$ cat src/rtl/display_pkg.sv
// Shared types and helpers for the score-tile display sequencer.
package display_pkg;

  typedef enum logic [1:0] {
    S_END  = 2'd0,
    S_PLAY = 2'd1,
    S_HOLD = 2'd2
  } state_t;

  localparam int unsigned TILES_DEFAULT = 12;

  // Number of tiles a score earns, saturating at the tile count.
  function automatic logic [31:0] sat_target(input logic [31:0] score, input int unsigned tiles);
    logic [31:0] t;
    t = 32'(tiles);
    return (score >= t) ? t : score;
  endfunction

endpackage

$ cat src/rtl/display_sequencer_frame_divider.sv
// Enable-gated frame counter: advances on each tick, pulses tc_c on the wrapping tick.
module frame_divider #(
  parameter int unsigned MAX = 8
) (
  input  logic clk,
  input  logic reset,
  input  logic tick,
  input  logic en,
  output logic tc_c
);

  localparam int unsigned W = (MAX > 1) ? $clog2(MAX) : 1;

  logic [W-1:0] count;
  logic         at_max;

  assign at_max = (count == W'(MAX - 1));
  assign tc_c   = tick && en && at_max;

  // A disabled tick parks the counter at zero so the next enable starts a full period.
  always_ff @(posedge clk) begin
    if (!reset) begin
      count <= '0;
    end else if (tick) begin
      if (!en || at_max) count <= '0;
      else               count <= count + W'(1);
    end
  end

endmodule

$ cat src/rtl/display_sequencer.sv
// Frame-synchronous tile reveal and screen-select sequencer.
// Optional newest-tile blink enabled by defining DISPLAY_SEQ_BLINK_EN.
module display_sequencer
  import display_pkg::*;
#(
  parameter int unsigned TILES           = TILES_DEFAULT,
  parameter int unsigned FRAMES_PER_TILE = 8,
  parameter int unsigned HOLD_FRAMES     = 60,
  parameter int unsigned CNT_W           = 4
) (
  input  logic             clk,
  input  logic             reset,
  input  logic             screenEnd,
  input  logic             ingame,
  input  logic [31:0]      score,
  output logic [TILES-1:0] reveal_mask,
  output logic             show_game,
  output logic [CNT_W-1:0] revealed_count,
  output logic             busy,
  output logic             all_done
);

  state_t           state, state_n;
  logic [CNT_W-1:0] target;
  logic [CNT_W-1:0] count_n;
  logic [TILES-1:0] mask_n;
  logic [TILES-1:0] mask_d;
  logic             all_done_n;
  logic             reveal_step;
  logic             rev_en, rev_tc_c;
  logic             hold_en, hold_tc_c;

  assign target  = CNT_W'(sat_target(score, TILES));
  assign busy    = (state == S_PLAY) && (revealed_count != target);
  assign rev_en  = (state == S_PLAY) && ingame && (revealed_count < target);
  assign hold_en = (state == S_HOLD) && !ingame;

  frame_divider #(.MAX(FRAMES_PER_TILE)) u_reveal_timer (
    .clk   (clk),
    .reset (reset),
    .tick  (screenEnd),
    .en    (rev_en),
    .tc_c  (rev_tc_c)
  );

  frame_divider #(.MAX(HOLD_FRAMES)) u_hold_timer (
    .clk   (clk),
    .reset (reset),
    .tick  (screenEnd),
    .en    (hold_en),
    .tc_c  (hold_tc_c)
  );

  // Next state and reveal count; everything moves only on a frame boundary.
  always_comb begin
    state_n     = state;
    count_n     = revealed_count;
    all_done_n  = 1'b0;
    reveal_step = 1'b0;
    unique case (state)
      S_END: begin
        if (screenEnd && ingame) begin
          state_n = S_PLAY;
          count_n = '0;
        end
      end
      S_PLAY: begin
        if (screenEnd) begin
          if (!ingame) begin
            state_n = S_HOLD;
          end else if (revealed_count > target) begin
            count_n = target;
          end else if (rev_tc_c) begin
            count_n     = revealed_count + CNT_W'(1);
            reveal_step = 1'b1;
            all_done_n  = (revealed_count == CNT_W'(TILES - 1));
          end
        end
      end
      S_HOLD: begin
        if (screenEnd) begin
          if (ingame) begin
            state_n = S_PLAY;
            count_n = '0;
          end else if (hold_tc_c) begin
            state_n = S_END;
          end
        end
      end
      default: state_n = S_END;
    endcase
  end

  // Thermometer code of the next count.
  always_comb begin
    mask_n = '0;
    for (int unsigned i = 0; i < TILES; i++) begin
      mask_n[i] = (CNT_W'(i) < count_n);
    end
  end

`ifdef DISPLAY_SEQ_BLINK_EN
  logic [3:0] blink_cnt, blink_cnt_n;
  logic       blink_on, blink_on_n;

  // 16-frame window after each reveal; the newest tile is dark while bit 2 is set.
  always_comb begin
    blink_cnt_n = blink_cnt;
    blink_on_n  = blink_on;
    if (reveal_step) begin
      blink_cnt_n = 4'd0;
      blink_on_n  = 1'b1;
    end else if (screenEnd) begin
      if (state != S_PLAY || state_n != S_PLAY || count_n != revealed_count) begin
        blink_on_n = 1'b0;
      end else if (blink_on) begin
        if (blink_cnt == 4'd15) blink_on_n  = 1'b0;
        else                    blink_cnt_n = blink_cnt + 4'd1;
      end
    end
    mask_d = mask_n;
    for (int unsigned i = 0; i < TILES; i++) begin
      if (blink_on_n && blink_cnt_n[2] && (CNT_W'(i + 1) == count_n)) mask_d[i] = 1'b0;
    end
  end

  always_ff @(posedge clk) begin
    if (!reset) begin
      blink_cnt <= 4'd0;
      blink_on  <= 1'b0;
    end else begin
      blink_cnt <= blink_cnt_n;
      blink_on  <= blink_on_n;
    end
  end
`else
  assign mask_d = mask_n;
`endif

  always_ff @(posedge clk) begin
    if (!reset) state <= S_END;
    else        state <= state_n;
  end

  always_ff @(posedge clk) begin
    if (!reset) begin
      revealed_count <= '0;
      reveal_mask    <= '0;
      show_game      <= 1'b0;
      all_done       <= 1'b0;
    end else begin
      revealed_count <= count_n;
      reveal_mask    <= mask_d;
      show_game      <= (state_n != S_END);
      all_done       <= all_done_n;
    end
  end

endmodule

$ cat config.mk
export PLATFORM = sky130hd
export DESIGN_NAME = display_sequencer
export DESIGN_NICKNAME = d
export VERILOG_FILES = /design/src/rtl/display_pkg.sv /design/src/rtl/display_sequencer_frame_divider.sv /design/src/rtl/display_sequencer.sv
export SDC_FILE = /design/constraint.sdc
export NUM_CORES = 1
export LEC_CHECK = 0
export ABC_AREA = 1
export BUFFER_PORTS_ARGS = -buffer_cell sky130_fd_sc_hd__buf_2
export CORE_MARGIN = 5
export CORE_UTILIZATION = 45
export DETAILED_ROUTE_END_ITERATION = 16
export PLACE_DENSITY = 0.8
export SLEW_MARGIN = 20
export SYNTH_ARGS = -nofsm -noshare
export SYNTH_HDL_FRONTEND = slang
export SYNTH_SLANG_ARGS = --single-unit
$ cat constraint.sdc
create_clock -name clk -period 4.33 [get_ports clk]
set_input_delay 0.2165 -clock clk [delete_from_list [all_inputs] [get_ports clk]]
set_output_delay 0.2165 -clock clk [all_outputs]
set_load 0.01 [all_outputs]
# Yosys cells after proc, flatten, opt, wreduce, memory -nomap -nowiden
# Index checks and enable logic that the tools add are counted.
[op_classes]
add_sub_neg = 3
eq_ne = 6
mul = 0
shift = 0
n_reduce_logical = 17
div_mod_pow = 0
bitwise_logic = 5
order_cmp = 15
n_mux = 18
[ops]
columns = ["cell", "count"]
rows = [
  ["$ge A32 B4 Y1 const B", 1],
  ["$mux W4", 8],
  ["$lt A3 B4 Y1 const A", 4],
  ["$lt A4 B4 Y1 const A", 4],
  ["$mux W2", 6],
  ["$pmux W4 S3", 1],
  ["$logic_and A1 B1 Y1", 9],
  ["$lt A1 B4 Y1 const A", 2],
  ["$lt A2 B4 Y1 const A", 2],
  ["$add A6 B1 Y6 const B", 1],
  ["$eq A6 B6 Y1 const B", 1],
  ["$mux W6", 1],
  ["$pmux W2 S3", 1],
  ["$reduce_or A6 Y1", 1],
  ["$not A1 Y1", 5],
  ["$add A4 B1 Y4 const B", 1],
  ["$eq A4 B4 Y1 const B", 1],
  ["$gt A4 B4 Y1", 1],
  ["$lt A4 B4 Y1", 1],
  ["$ne A4 B4 Y1", 1],
  ["$add A3 B1 Y3 const B", 1],
  ["$eq A3 B3 Y1 const B", 1],
  ["$logic_not A1 Y1", 3],
  ["$mux W3", 1],
  ["other kinds (5)", 6],
]
[totals]
latch_bits = 0
in_bits = 36
output_inout_bits = 19
word_cells = 71
ramBits = 0
mem_bits_ro = 0
n_memories = 0
register_bits = 29

# Longest topological paths before layout
# Gate-level depths: netlist of the first run.
[logic_depth]
word_depth = 12
depth_mapped = 23

# Modules after synthesis
# From an unflattened synthesis of the first run, not the netlist that was laid out.
[hier_totals]
cells_unflattened = 243
area_unflattened_um2 = 1630.3
[by_module_without_submodules]
columns = ["module", "area_each_um2", "n_inst", "seq_area_each_um2", "cells_each"]
rows = [
  ["display_sequencer", 1157.4, 1, 380.4, 181],
  ["frame_divider at u_hold_timer", 307.8, 1, 120.1, 41],
  ["frame_divider at u_reveal_timer", 165.2, 1, 60.1, 21],
]

# Worst setup path after synthesis of the first run
# No wires, ideal clock.
[synth_timing]
kind = "input -> register"
startpoint = "input port score[8]"
endpoint = "register reveal_mask[0]"
n_path_buf = 0
setup_ps = 115
t_arrival_ps = 2131
slack_ps = 2085
stages = 20
path_cell_list = "nor2_1 -> nand2_1 -> nor2_1 -> nand2_1 -> nor2_2 -> inv_1 -> nor2_1 -> ha_1 -> nand2_1 -> clkinv_2 -> nand2_4 -> nand2_1 -> o21ai_2 -> nand2_1 -> nand3_1 -> nand2_2 -> a21oi_2 -> nand2_1 -> nand2_1 -> nand2_1"
[synth_via]
elab_chain_len = 12
word_cells_on_any_way = 13
cone_classes = "order compare (4); mux (6); reduce/logical (3)"
[synth_lines]
columns = ["item", "line_no", "text"]
rows = [
  ["start, declared", "display_sequencer.sv:15", "input logic [31:0] score,"],
  ["$ge A32 B4 Y1 (*)", "display_pkg.sv:16", "return (score >= t) ? t : score;"],
  ["$mux W4 (*)", "display_pkg.sv:16", ""],
  ["$lt A4 B4 Y1", "display_sequencer.sv:35", "assign rev_en = (state == S_PLAY) && ingame && (revealed_count < target);"],
  ["$logic_and A1 B1 Y1", "display_sequencer.sv:35", ""],
  ["$logic_and A1 B1 Y1 (2 in a row)", "display_sequencer_frame_divider.sv:18", "assign tc_c = tick && en && at_max;"],
  ["$mux W4", "display_sequencer.sv:73", "end else if (rev_tc_c) begin"],
  ["$mux W4 (*)", "display_sequencer.sv:71", "end else if (revealed_count > target) begin"],
  ["$mux W4 (*)", "display_sequencer.sv:69", "if (!ingame) begin"],
  ["$mux W4 (*)", "display_sequencer.sv:68", "if (screenEnd) begin"],
  ["$pmux W4 S3 (*)", "display_sequencer.sv:60", "unique case (state)"],
  ["$lt A1 B4 Y1 (*)", "display_sequencer.sv:98", "mask_n[i] = (CNT_W'(i) < count_n);"],
  ["end signal, assigned", "display_sequencer.sv:153", "reveal_mask <= mask_d;"],
  ["end, declared", "display_sequencer.sv:16", "output logic [TILES-1:0] reveal_mask,"],
]
# Every way passes the cells marked *; elsewhere a longest branch is shown, timed or not.
# A chain may end at the register's enable or synchronous reset.

# Worst setup path in the final report of the first run
[layout_timing]
startpoint = "input port score[21]"
endpoint = "register reveal_mask[0]"
# Same word-level chain as after synthesis.

==> results of run 1 <==
## state kept, by name (all words and copies together), names as in the netlist
register and flops:
revealed_count 3, all_done 1, u_reveal_timer.count 3, reveal_mask 12
state 2, u_hold_timer.count 6, show_game 1
## metrics by stage
step                instances  hold slack [ns]  util [%]  worst slack, ns  area [um^2]
finish                    340            0.257      55.8             1.98         2030
global route              340            0.271      55.8             1.54         2030
CTS                       340            0.248      55.8             1.99         2030
detailed placement        336            0.469      53.8             1.71         1960
global placement          336            0.459      53.8             1.78         1960
floorplan                 238            0.415         -             2.08         1670
## power breakdown
group          switching, W  internal (W)
Combinational     0.0000382     0.0000280
Clock             0.0000764      0.000124
Sequential       0.00000477      0.000264
## final timing paths
kind	startpoint	end	slack [ns]	cells past startpoint
worst max-delay path	score[21]	reveal_mask[0]	1.98	21
worst min-delay path	reset	reveal_mask[0]	0.26	3
worst max register to register	revealed_count[0]	reveal_mask[0]	2.17	14
worst min register to register	u_reveal_timer.count[1]	u_reveal_timer.count[1]	0.48	2
## metal layers
layer | vias to the layer above | share of wire (%)
li1 | 875 | -
met1 | 756 | 43
met2 | 39 | 49
met3 | 5 | 6.8
met4 | 0 | 1.0
met5 | - | 0
## logic make-up (layout without fill, tap and decap cells)
family | after synthesis | count (layout) | share of synthesized area [%]
AND/OR/NAND/NOR | 141 | 141 | 38.1
adder cells (fa/ha/maj) | 8 | 8 | 5.99
buffers and inverters | 31 | 85 | 8.91
XOR/XNOR | 5 | 5 | 2.62
flip-flops | 28 | 28 | 33.5
AO/OA/AOI/OAI | 25 | 25 | 10.9
## placed cells by master (no fill, tap or decap), drive strengths merged
master / instances
nand2: 72
buf: 54
nor2: 38
dfxtp: 28
inv: 25
a21oi: 18
nand3: 16
ha: 8
nand4: 6
nor3: 5
xor2: 4
clkbuf: 3
o21ai: 3
nor4: 2
clkinv: 2
xnor2: 1
a211oi: 1
a221oi: 1
o311ai: 1
a31oi: 1
or2: 1
nor3b: 1
bufinv: 1
## worst max-delay path, stage by stage
cell and delay [ns]:
buf_2 0.09, nor2_1 0.10, nand2_1 0.06, nor2_1 0.10
nand2_1 0.07, nor2_2 0.17, inv_1 0.08, nor2_1 0.09
ha_1 0.27, nand2_1 0.15, clkinv_2 0.09, nand2_4 0.13
nand2_1 0.10, o21ai_2 0.11, nand2_1 0.08, nand3_1 0.08
nand2_2 0.06, a21oi_1 0.21, nand2_1 0.08, nand2_1 0.12
nand2_1 0.06
## layout make-up
cell class / instances / area [um^2] / share of cell area (%)
timing repair buffer: 54 / 270 / 13.3
multi-input combinational: 179 / 962 / 47.5
inverter: 27 / 103 / 5.06
clock inverter: 1 / 30.0 / 1.48
tap: 48 / 60.1 / 2.96
sequential: 28 / 561 / 27.7
clock buffer: 3 / 41.3 / 2.04
==> impl_summary.md, run 1 <==
Floorplanning
The chip height is a little over 70 um. Row generation in the floorplan step produced 22 rows. The die covers about 5000 um^2. The x dimension of the die is between 70 and 80 um. In this run the count of I/O pins placed on the die edge is 55. The initial utilization of the core area, before any placement, comes to between 40% and 50%. The floorplan step defined a core boundary enclosing 3630 um^2.

Timing
The worst clock skew is about 0.0022 ns. After layout, the worst path uses a little over half of the clock period. The final count of negative-setup-slack endpoints is 0. Measured against its own limit, the worst slew margin works out to between 60 and 70%. The final critical-path required period is 2.35 ns. The highest clock frequency the design can meet is roughly 430 MHz.

The summed negative setup slack over all endpoints is 0 ns. The number of pins exceeding their max-slew limit in the final report was 0. The hold violation count in the final report came to 0. For the pin with the worst max-slew slack, the measured transition is roughly 0.52 ns. Setup repair after global routing left no endpoint under its margin.

Setup path
The kind of critical path is in2reg. The worst setup path is captured at a flop. For the worst setup path, the data arrival time is around 2.5 ns. The maximum fanout count along the critical path is 7. The data required time at the worst endpoint is about 4.5 ns. The sort of element at the start of the critical path is a primary input.

Run status
The flow ran to the end, and the final reports show no timing, DRC or antenna violations.

Logic synthesis
The number of storage elements in the synthesis netlist is 28. The most used flip-flop cell after synthesis is dfxtp_1. After technology mapping, the gate count stands at 238.

The most frequent cell after synthesis is nand2_1. The sequential fraction of the synthesis area is 33.5%. The mapped netlist covers between 1500 and 2000 um^2.

The async set-reset flop share out of synthesis is 0%. Sorting the synthesized cells by area gives the leading types as dfxtp_1 34%, nand2_1 14%, nor2_1 7.9%. The number of flops mapped to enable cells by yosys is 0. The post-synthesis cell type count is 35. The total nets after synthesis is approximately 280. The mean area per synthesized cell is 7.02 um^2. Yosys printed 0 warnings. The area share of the largest cell type after synthesis is around a third. By count the netlist is led by 64 x nand2_1, 35 x nor2_1, 28 x dfxtp_1. The cell type with the highest aggregate area in the netlist is dfxtp_1.

Global routing
For met2 alone, demand over resource in global routing was around a quarter. The largest net degree at the start of global routing is 17. The met3 layer usage reported by global route is around 3.8%.

For this run, global-route usage on met1 was measured as 19.1%. The first global-routing pass estimated about 6400 um of wire. The global-route total usage across every layer is roughly 15%. The total overflow left after global routing is 0.

The most utilized layer in the global route result is met2. The initial antenna violation count is 0. The via count of the first global-routing pass is 1549.

Detailed routing
The count of antenna-violating nets left after detailed routing is 0. Dividing the detail-routed wire length by the instance count gives 10.3 um. After detailed routing, the total wire length is ~3500 um. For this block, the initial DRC count from the detailed router was 110. After detailed routing, the number of vias per cell comes to roughly 4.9. The residual DRC count is 0. The routed via count is 1675. The number of detailed-routing iterations run before antenna repair is 4.

Clock network
Buffers inserted during clock tree synthesis total 3. In this run the number of H-tree levels came out at 1. The longest clock path from root to sink contains 2 buffers. The CTS tree is done.

Clock-pin slew was measured on the worst setup and hold paths at approximately 0.090 ns. The latest clock arrival within the worst-skew pair is between 0.2 and 0.3 ns. The clock drives 28 sinks. In this run, post-CTS repair resized a total of 0 instances. Once the clock tree was built, the setup fixing pass inserted 0 buffers. The master cell of the clock root buffer is clkbuf_8. After clock tree synthesis, the flow added hold-fix buffers numbering 0.

Finish
For this run, the post-layout net count is around 340. The layout overhead on the synthesized area is 21.3%. Cells with a size suffix above 1 make up between 20% and 30% of the layout.

The number of fill cells in the layout is approximately 370. The number of antenna diodes in the final layout is 0.

Power and ir drop
VDD sags by at most between 0.0002 and 0.00025 V. For this design the ratio of total power to cell area is around 260 nW/um^2. The static leakage is roughly 1.0 nW. The completed layout was analyzed and its total power is around 0.00054 W.

Placed design
The count of buffers from port buffering is 54. The placer congestion estimate is 0.869. Detailed placement ended at an HPWL of 2880 um.

Min path
The path class of the tightest hold or removal check is in2reg.

Flow run
The number of max-capacitance violations reported is 0.
Note: power is estimated with default switching activity, not from simulation.
==> run 2, diff against run 1 <==
Clock period 4.33 ns to 2.3 ns, I/O delays scaled along.
==> run 2 against run 1 <==
Net effect:
- utilization grew 7.3 points
- cell count grew 5.3%
- combinational power grew 130%
- power grew 77%
- clock power grew 46%
- critical path type unchanged
- largest cell class unchanged
==> impl_summary.md, run 2 (synthesized netlist as in run 1, its figures left out) <==
Run status
The flow ran to the end, and the final reports show no timing, DRC or antenna violations.

Clock network
Counting the buffers created by CTS gives 3. Counting along the longest clock path gives a buffer depth of 2. The CTS tree is done. Clock latency on the worst-skew pair, taken at its later pin, is about 0.27 ns. The number of clock sinks is 28. After clock tree synthesis, the clock-pin slew on the worst setup and hold paths is 0.09 ns. The master cell of the clock root buffer is clkbuf_8. The number of buffers inserted for hold repair after clock tree synthesis is 0. In this run the number of H-tree levels came out at 1.

Flow run
Across the run, the number of max-cap violations was 0.

Power and ir drop
Power comes to roughly 0.00095 W. The maximum vdd drop is ~0.00039 V. The static leakage is approximately 1.1 nW.

The power density of the placed cells is between 400 and 500 nW/um^2.

Global routing
The most utilized layer in the global route result is met2. The initial antenna violation count came to 0. The total overflow left after global routing is 0. Entering global routing, the biggest net connects 16 pins. The via count of the first global-routing pass is 1550. Global routing used a little under a fifth of the available met1 tracks. Global routing consumed, over all layers together, roughly 15% of the routing resources. In the global route stage, met3 resource usage came out at 3.13%. The wire length of the first global-routing pass is between 6000 and 7000 um. The global-route track usage on met2 is a little over a quarter.

Placed design
The worst setup slack after placement is -0.189 ns. The count of buffers added on input and output ports is 54. Detailed placement finished with a half-perimeter wire length of between 3000 and 4000 um. Routability-driven placement finished with a final weighted congestion of 0.862. The cell area after placement is approximately 2100 um^2.

Finish
In the layout the commonest cells are 54 x buf_2, 51 x nand2_1, 28 x dfxtp_1, 27 x nor2_1, 23 x inv_1. The final layout contains ~360 nets. The number of antenna diodes in the final layout is 0. The leading cell type in the layout, fill and taps excluded is buf_2. The final design instance area without fill is 2290 um^2. The number of flip-flops in the largest register is 12. Of the cells placed in the final design, the portion with a size suffix greater than 1 is around two fifths. The end-of-flow core utilization is ~63%.

In the final layout, the registers with the most flip-flops are reveal_mask: 12 flops, u_hold_timer.count: 6 flops. The layout overhead on the synthesized area is 37.2%. Ranked by flip-flop count, first place goes to reveal_mask.

Timing
For the pin with the worst max-slew slack, the measured transition is 0.462 ns. The highest clock frequency the design can meet is between 400 and 500 MHz. The number of pins exceeding their max-slew limit in the final report is 0. Setup repair after global routing could not meet its margin everywhere. The worst pin sits at a relative slew slack of around 69%.

Of the available clock period, the critical path in the final layout requires 94.8%. The final critical-path required period is between 2 and 2.5 ns. The hold violation count in the final report is 0. The final count of negative-setup-slack endpoints is 0. The clock arrives with around 0.0024 ns of skew. After layout, the worst setup slack is between 0.1 and 0.15 ns.

Floorplanning
The placeable core area is around 3600 um^2. In this run the vertical extent of the chip is between 70 and 80 um. The floorplan step defined a die boundary enclosing 5030 um^2. The x dimension of the die is ~70 um. The count of standard-cell rows is 22. The starting density of the core is between 40% and 50%. The count of boundary I/O pins is between 50 and 60.

Setup path
The length in cells of the worst reg-to-reg path is 14. The end of the worst register-to-register path is reveal_mask[0]. The dominant cell type by count on the critical path is nand2_2.

The critical path capture point type is a flop. At the worst endpoint, the required time is approximately 2.5 ns. The source of the worst register-to-register timing path is revealed_count[0]. By startpoint and endpoint, the worst setup path is classified as in2reg. The most critical setup path has its startpoint at score[24]. The sort of element at the start of the critical path is a primary input.

Setup slack on the worst reg-to-reg path comes out at 0.35 ns. The timing endpoint of the critical path is reveal_mask[5]. The largest individual stage delay along the critical path comes from the cell a21oi_4. The signal on the critical path passes through buf_2 > nor2_2 > nand2_1 > nor2_1 > nand2_1 > nor2_4 > inv_2 > nor2_2 > ha_4 > a21oi_4 > nand3_4 > nand2_2 > nand2_1 > nand2_2 > nand3_2 > nand2_2 > nand2_2 > nand2_2 > nand2_2 > o21ai_2.

The maximum fanout count along the critical path is 6. On the worst path, the slowest cell contributes a delay of roughly 0.27 ns. Data on the critical path arrives at its endpoint at between 2 and 2.5 ns.

Detailed routing
The detailed router placed roughly 1800 vias in this run. Dividing the detail-routed via count by the number of cells gives 5.01. The count of antenna-violating nets left after detailed routing is 0. The number of detailed-routing iterations run before antenna repair is 4.

The wire length reported by the detailed router is between 4000 and 5000 um. The average wire per cell in the routed design is 11.4 um. For this run, design rule violations remaining after detail routing come to 0. After the first detailed-routing iteration, the DRC count stood at 100.

Min path
The worst hold path belongs to the class in2reg.
[run 2: changes by cell type in the layout (fill, tap and decap cells not counted), sizes merged]
cell,previous run,this run
bufinv,1,0
clkbuf,3,4
buf,54,72
[run 2: layout make-up]
class                      instances  area, um^2
multi-input combinational        179        1110
sequential                        28         561
tap                               48        60.1
clock buffer                       4        55.1
timing repair buffer              72         409
inverter                          27         103
fill                             319        1340
[run 2: metrics by stage]
stage | setup TNS, ns | hold slack, ns | instances
floorplan | 0 | 0.314 | 238
global placement | -0.540 | 0.435 | 353
detailed placement | -1.35 | 0.442 | 353
CTS | 0 | 0.149 | 357
global route | -0.482 | 0.204 | 358
finish | 0 | 0.164 | 358
[run 2: worst min path at each step]
stage | from | end | slack (ns) | cells after the start
2_1_floorplan | ingame | state[0] | 0.31 | 2
3_5_place_dp | reset | reveal_mask[0] | 0.44 | 3
5_1_grt | screenEnd | u_reveal_timer.count[0] | 0.20 | 2
4_1_cts | reset | reveal_mask[0] | 0.15 | 3
6_report | screenEnd | u_reveal_timer.count[0] | 0.16 | 2
3_3_place_gp | reset | reveal_mask[0] | 0.43 | 3
[run 2: layer usage]
metal / vias up / wire length (um)
met4: 0 / 39
li1: 911 / -
met2: 67 / 2080
met5: - / 0
met3: 6 / 295
met1: 811 / 1660
[run 2: repair_timing]
action,in CTS,in global routing
setup endpoints to repair,0,14
resized for setup,0,37
setup buffers,0,1
[run 2: critical path: cells and delay by family]
family / cells / cell delay (ns)
fa+ha+maj: 1 / 0.24
compound gates: 2 / 0.41
simple gates: 15 / 1.47
buf+inv: 2 / 0.16
[run 2: where the power goes]
group          switching (W)  leakage [nW]  internal, W
combinational      0.0000884         0.861    0.0000643
sequential        0.00000689         0.227     0.000497
clock               0.000138        0.0288     0.000153
